**config.mk**
```make
export PLATFORM = sky130hd
export DESIGN_NAME = serializer_lvds_param_flat
export DESIGN_NICKNAME = d
export VERILOG_FILES = /design/src/rtl/serializer_lvds_param_if.sv /design/src/rtl/serializer_lvds_param.sv /design/src/flat_wrapper.sv
export SDC_FILE = /design/constraint.sdc
export NUM_CORES = 1
export LEC_CHECK = 0
export ABC_AREA = 1
export BUFFER_PORTS_ARGS = -buffer_cell sky130_fd_sc_hd__buf_2
export CAP_MARGIN = 0
export CORE_MARGIN = 2
export CORE_UTILIZATION = 36
export DETAILED_ROUTE_END_ITERATION = 10
export GPL_TIMING_DRIVEN = 0
export MAX_ROUTING_LAYER = met4
export SYNTH_ARGS = -nofsm -noshare
export SYNTH_HDL_FRONTEND = slang
export SYNTH_SLANG_ARGS = --single-unit
```
**constraint.sdc**
```tcl
create_clock -name clk -period 2 [get_ports clk]
set_clock_uncertainty 0.2 [all_clocks]
set_input_delay 0.1 -clock clk [delete_from_list [all_inputs] [get_ports clk]]
set_output_delay 0.1 -clock clk [all_outputs]
set_load 0.005 [all_outputs]
```
**src/rtl/serializer_lvds_param_if.sv**
```systemverilog
// rtl/serializer_lvds_param_if.sv - word handshake bundle feeding the LVDS serializer
//
// Carries one parallel word per transfer from the producer (master) into the
// serializer (slave). A transfer happens on a rising edge where valid_i and
// ready_o are both high.
//   data_i  : word to send, DATA_W bits (master -> slave)
//   valid_i : data_i holds a word (master -> slave)
//   ready_o : serializer holding register is empty (slave -> master)
interface serializer_lvds_param_if #(
    parameter int DATA_W = 32
);
    logic [DATA_W-1:0] data_i;
    logic              valid_i;
    logic              ready_o;

    modport master (
        output data_i,
        output valid_i,
        input  ready_o
    );

    modport slave (
        input  data_i,
        input  valid_i,
        output ready_o
    );
endinterface

```
**src/rtl/serializer_lvds_param.sv**
```systemverilog
// rtl/serializer_lvds_param.sv - framed LVDS bit serializer with one-word holding register
//
// Frame: start bit (1), DATA_W payload bits, optional even-parity bit, then
// IDLE_BITS low cycles. A holding register accepts the next word while the
// current frame shifts, so queued words go out back-to-back.
// Optional feature macro: SERIALIZER_PARITY_EN (adds the parity bit).
// Ports:
//   clk      : bit clock, rising edge
//   reset    : asynchronous, active-low
//   in_if    : slave side of the word handshake (data_i, valid_i, ready_o)
//   serial_o : registered serial line
//   busy_o   : frame in progress (state != IDLE)
//   done_o   : one-cycle pulse on the first gap cycle of each frame
module serializer_lvds_param #(
    parameter int DATA_W    = 32,
    parameter int IDLE_BITS = 1,
    parameter int LSB_FIRST = 0
) (
    input  logic                   clk,
    input  logic                   reset,
    serializer_lvds_param_if.slave in_if,
    output logic                   serial_o,
    output logic                   busy_o,
    output logic                   done_o
);
    localparam int CNT_W = $clog2(DATA_W + 1);

    localparam logic [2:0] S_IDLE   = 3'd0;
    localparam logic [2:0] S_START  = 3'd1;
    localparam logic [2:0] S_DATA   = 3'd2;
`ifdef SERIALIZER_PARITY_EN
    localparam logic [2:0] S_PARITY = 3'd3;
`endif
    localparam logic [2:0] S_GAP    = 3'd4;

    localparam logic [CNT_W-1:0] LAST_BIT = CNT_W'(DATA_W - 1);
    localparam logic [3:0]       LAST_GAP = 4'(IDLE_BITS - 1);

    logic [2:0]        state, state_n;
    logic [DATA_W-1:0] shifter, shifter_n, shifted;
    logic [DATA_W-1:0] hold_data;
    logic              hold_full, hold_full_n;
    logic [CNT_W-1:0]  bit_cnt, bit_cnt_n;
    logic [3:0]        gap_cnt, gap_cnt_n;
    logic              ready_q, serial_q, serial_n, done_q, done_n;
    logic              accept, consume;
`ifdef SERIALIZER_PARITY_EN
    logic              parity_q, parity_n;
`endif

    assign accept = in_if.valid_i && ready_q;

    // The bit on the line is always the outgoing end of the shifter.
    assign shifted = (LSB_FIRST != 0) ? {1'b0, shifter[DATA_W-1:1]}
                                      : {shifter[DATA_W-2:0], 1'b0};

    always_comb begin
        state_n   = state;
        shifter_n = shifter;
        bit_cnt_n = bit_cnt;
        gap_cnt_n = gap_cnt;
        consume   = 1'b0;
`ifdef SERIALIZER_PARITY_EN
        parity_n  = parity_q;
`endif
        case (state)
            S_IDLE: begin
                if (hold_full) begin
                    consume = 1'b1;
                    state_n = S_START;
                end
            end
            S_START: begin
                state_n   = S_DATA;
                bit_cnt_n = '0;
            end
            S_DATA: begin
                if (bit_cnt == LAST_BIT) begin
                    gap_cnt_n = '0;
`ifdef SERIALIZER_PARITY_EN
                    state_n   = S_PARITY;
`else
                    state_n   = S_GAP;
`endif
                end else begin
                    bit_cnt_n = bit_cnt + CNT_W'(1);
                    shifter_n = shifted;
                end
            end
`ifdef SERIALIZER_PARITY_EN
            S_PARITY: begin
                state_n   = S_GAP;
                gap_cnt_n = '0;
            end
`endif
            S_GAP: begin
                if (gap_cnt == LAST_GAP) begin
                    if (hold_full) begin
                        consume = 1'b1;
                        state_n = S_START;
                    end else begin
                        state_n = S_IDLE;
                    end
                end else begin
                    gap_cnt_n = gap_cnt + 4'd1;
                end
            end
            default: state_n = S_IDLE;
        endcase

        // Parity comes from the word as loaded, since the shifter is
        // destroyed while the payload goes out.
        if (consume) begin
            shifter_n = hold_data;
`ifdef SERIALIZER_PARITY_EN
            parity_n  = ^hold_data;
`endif
        end

        // ready_q is low whenever hold_full is set, so accept and consume
        // can never fire on the same edge.
        hold_full_n = consume ? 1'b0 : (accept ? 1'b1 : hold_full);

        // Line value is decoded from the state being entered so serial_o
        // can be a flop and still line up with the state.
        case (state_n)
            S_START:  serial_n = 1'b1;
            S_DATA:   serial_n = (LSB_FIRST != 0) ? shifter_n[0] : shifter_n[DATA_W-1];
`ifdef SERIALIZER_PARITY_EN
            S_PARITY: serial_n = parity_n;
`endif
            default:  serial_n = 1'b0;
        endcase

        done_n = (state_n == S_GAP) && (state != S_GAP);
    end

    always_ff @(posedge clk or negedge reset) begin
        if (!reset) begin
            state     <= S_IDLE;
            shifter   <= '0;
            hold_data <= '0;
            hold_full <= 1'b0;
            bit_cnt   <= '0;
            gap_cnt   <= '0;
            ready_q   <= 1'b0;
            serial_q  <= 1'b0;
            done_q    <= 1'b0;
`ifdef SERIALIZER_PARITY_EN
            parity_q  <= 1'b0;
`endif
        end else begin
            state     <= state_n;
            shifter   <= shifter_n;
            hold_full <= hold_full_n;
            bit_cnt   <= bit_cnt_n;
            gap_cnt   <= gap_cnt_n;
            ready_q   <= !hold_full_n;
            serial_q  <= serial_n;
            done_q    <= done_n;
`ifdef SERIALIZER_PARITY_EN
            parity_q  <= parity_n;
`endif
            if (accept) begin
                hold_data <= in_if.data_i;
            end
        end
    end

    assign in_if.ready_o = ready_q;
    assign serial_o      = serial_q;
    assign busy_o        = (state != S_IDLE);
    assign done_o        = done_q;
endmodule

```
**src/flat_wrapper.sv**
```systemverilog
// flat-port wrapper written by rule: the top's interface ports become plain ports
module serializer_lvds_param_flat 
#(
    parameter int DATA_W    = 32,
    parameter int IDLE_BITS = 1,
    parameter int LSB_FIRST = 0
)
  (clk, reset, serial_o, busy_o, done_o, in_if_data_i, in_if_valid_i, in_if_ready_o);
  serializer_lvds_param_if #(.DATA_W(DATA_W)) in_if_i ();
  input  logic clk;
  input  logic reset;
  output logic serial_o;
  output logic busy_o;
  output logic done_o;
  input wire logic [$bits(in_if_i.data_i)-1:0] in_if_data_i;
  input wire logic [$bits(in_if_i.valid_i)-1:0] in_if_valid_i;
  output wire logic [$bits(in_if_i.ready_o)-1:0] in_if_ready_o;
  assign in_if_i.data_i = in_if_data_i;
  assign in_if_i.valid_i = in_if_valid_i;
  assign in_if_ready_o = in_if_i.ready_o;
  serializer_lvds_param #(.DATA_W(DATA_W), .IDLE_BITS(IDLE_BITS), .LSB_FIRST(LSB_FIRST)) u_core (.clk(clk), .reset(reset), .in_if(in_if_i), .serial_o(serial_o), .busy_o(busy_o), .done_o(done_o));
endmodule
```
==> summary.txt <==
Outcome
  • Status: finished, violations left
  • Failing checks: hold timing

Placement
  • DP Worst Slack: 198 ps
  • Hpwl dp: 4.26 mm
  • Gp weighted congestion: 0.776
  • Port bufs: 38

Global routing
  • Met1 Track Usage GR: 17.4%
  • First-pass GRT wire length: 11.1 mm
  • Met3 Use GR: 5.18%
  • Largest net degree at the start of global routing: 59
  • Gr busiest metal: met2
  • Initial antenna violation count: 0
  • Global routing usage on met2: 21.7%
  • Number of global-route vias before repair: 2500
  • GRT Resource Usage Total: 14.1%
  • Gr ovfl total: 0

Yosys
  • Mean Syn Cell Area: 10.1 µm²
  • Post-Syn Area: 3420 µm²
  • Cells after Synth: 339
  • Top cell type's share of synthesized area: 59.2%
  • Register area share after synthesis: 59.2%
  • Synth top area cells: dfrtp_1 (59%), nand2_1 (13%), mux2_2 (10%)
  • Yosys top cell by area: dfrtp_1
  • Net Count, Synth: 377
  • Syn. warnings: 0
  • Yosys reg bits: 81
  • Netlist cell types: 24

STA
  • Fmax: 0.554 GHz
  • Fin. max-slew vios: 0
  • Final setup fails: 0
  • Hold Vio Cnt, Final: 23
  • Post-route minimum period: 1800 ps
  • Worst-Margin Slew: 338 ps
  • Final worst-path cycle share: 90.2%
  • Unrepaired setup endpoints after global routing: false
  • Post-route setup slack: 195 ps
  • Worst slew margin: 77.4%
  • Min Hold Slack: -16.6 ps

Drt
  • ANT nets after route: 0
  • WL final: 6.23 mm
  • Remaining DRCs: 0
  • DR vias: 2517
  • Drt wl/cell: 11.2 µm
  • DRT Pass-1 Iters: 4
  • Vias/cell: 4.54
  • 1st-iter DRT viols: 104

Critical path
  • Arrival time at the worst endpoint: 1830 ps
  • CP Capture Type: register
  • Crit-path cells: ha_1 > nand2_1 > nor2_2 > nand2_1 > nand2_2 > nand2_1 > inv_1 > nand2_1 > o21ai_0
  • WP buf/inv: 1
  • Kind of critical path: reg2reg
  • CP Launch Type: register
  • WP data required: 2030 ps
  • Crit-path max FO: 7
  • Crit-path leading delay family: simple AND/OR/NAND/NOR gates
  • CP max stage delay: 400 ps
  • Highest-delay cell along the critical path: dfrtp_1
  • Most used cell along the critical path: nand2_1

Finish
  • Area Overhead vs Synth: 26.1%
  • Filler cell count in the final layout: 895
  • Layout cells sized above 1: 24.4%
  • Commonest cells after routing, fill and taps aside: nand2_1 (118), dfrtp_1 (81), buf_2 (46)
  • Nets@finish: 460
  • Antenna cells: 0
  • Most common cell after layout, fill and taps aside: nand2_1

Floorplanning
  • I/O pin count: 39
  • FP Rows: 35
  • Die H: 102 µm
  • Core area: 9240 µm²
  • DIE WIDTH: 102 µm
  • Initial core utilization: 37.1%
  • Die Footprint: 10300 µm²

CTS
  • Worst-path clk slew: 80 ps
  • Clk sinks: 81
  • Max clock buf depth: 2
  • Htree depth: 3
  • CTS Buf Count: 9
  • # Post-CTS Setup Buffers: 0
  • Post-CTS Resized: 0
  • CTS tree: done
  • Root Buffer: clkbuf_8
  • Worst-Skew Late Latency: 350 ps

Power
  • PwrDens: 1390 nW/µm²
  • Seq pwr share: 46.0%
  • VDD IR-drop max: 678 µV
  • Switching share of power: 34.7%
  • Cell leakage power: 2.10 nW
  • Logic pwr share: 35.7%
  • Internal Pwr Total: 3.91 mW
  • Clock share of power: 18.3%
  • Psw: 2.08 mW

Min path
  • Worst min-delay path class: in2async

Job
  • Max-cap violation count: 0
[power groups by stage]
stage               combinational, mW  sequential, mW  clock, mW
detailed placement               2.16            2.79          0
global route                     2.48            2.84       1.22
global placement                 2.07            2.78          0
floorplan                        1.67            2.69          0
finish                           2.14            2.75       1.10
CTS                              2.20            2.76       1.15
[what timing repair did]
| action | in CTS | in global routing |
|---|---|---|
| hold endpoints to repair | 113 | 0 |
| setup endpoints to repair | 0 | 23 |
| hold buffers | 34 | 0 |
[synth_stat cells, drive strengths merged]
master  instances
nor2           12
nand3          42
o21bai          1
and2            1
nand2         119
o22ai           2
o21ai           5
ha              3
mux2           31
xnor2           1
inv            20
nor3            1
nand4           2
a21oi           4
dfrtp          81
xor2            2
buf            12
[layer usage]
layer | vias up | wire, µm
li1 | 1258 | -
met2 | 47 | 2890
met3 | 14 | 290
met4 | 0 | 99
met1 | 1198 | 2950
met5 | - | 0
[registers in the layout, summed over array words and instances (netlist names)]
signal                count
u_core.hold_full          1
u_core.done_o             1
u_core.shifter           32
u_core.serial_o           1
u_core.in_if.ready_o      1
u_core.gap_cnt            4
u_core.hold_data         32
u_core.bit_cnt            6
u_core.state              3
[cell families after synthesis]
logic type / count (synthesis) / synth area share (%)
buf+inv: 32 / 4.49
flops: 81 / 59.2
xor+xnor: 3 / 0.767
compound gates: 12 / 2.23
simple gates: 177 / 22.0
fa+ha+maj: 3 / 1.10
mux: 31 / 10.2
[path summary, 6_finish.rpt]
path                                                 from                              end  slack [ps]  cells after the start
setup / recovery            u_core.bit_cnt[0]$_DFFE_PN0P_    u_core.bit_cnt[5]$_DFFE_PN0P_         200                      9
hold / removal                                      reset    u_core.gap_cnt[2]$_DFFE_PN0P_         -20                      2
setup reg to reg            u_core.bit_cnt[0]$_DFFE_PN0P_    u_core.bit_cnt[5]$_DFFE_PN0P_         200                      9
hold reg to reg            u_core.shifter[23]$_DFFE_PN0P_   u_core.shifter[23]$_DFFE_PN0P_         280                      2
max in group asynchronous                           reset  u_core.hold_data[4]$_DFFE_PN0P_        1030                      3
min in group clk                            in_if_valid_i  u_core.hold_data[1]$_DFFE_PN0P_         150                      3
[final cells by class]
cell class / count / area, µm² / share of cell area (%)
sequential: 81 / 2030 / 46.9
multi-input combinational: 226 / 1240 / 28.8
timing repair buffer: 72 / 551 / 12.7
clock buffer: 13 / 169 / 3.91
tap: 129 / 161 / 3.74
buffer: 12 / 78.8 / 1.83
inverter: 20 / 75.1 / 1.74
clock inverter: 2 / 12.5 / 0.290
[stage by stage]
| step | std cells | area, µm² | util, % | power (mW) | TNS, ps |
|---|---|---|---|---|---|
| global route | 555 | 4320 | 46.7 | 6.54 | 0 |
| floorplan | 339 | 3420 | - | 4.35 | 0 |
| finish | 555 | 4320 | 46.7 | 5.99 | 0 |
| global placement | 506 | 3780 | 40.9 | 4.85 | -72.2 |
| CTS | 556 | 4330 | 46.8 | 6.12 | 0 |
| detailed placement | 507 | 3810 | 41.2 | 4.95 | 0 |
No activity file was read; power rests on OpenSTA's default activity.
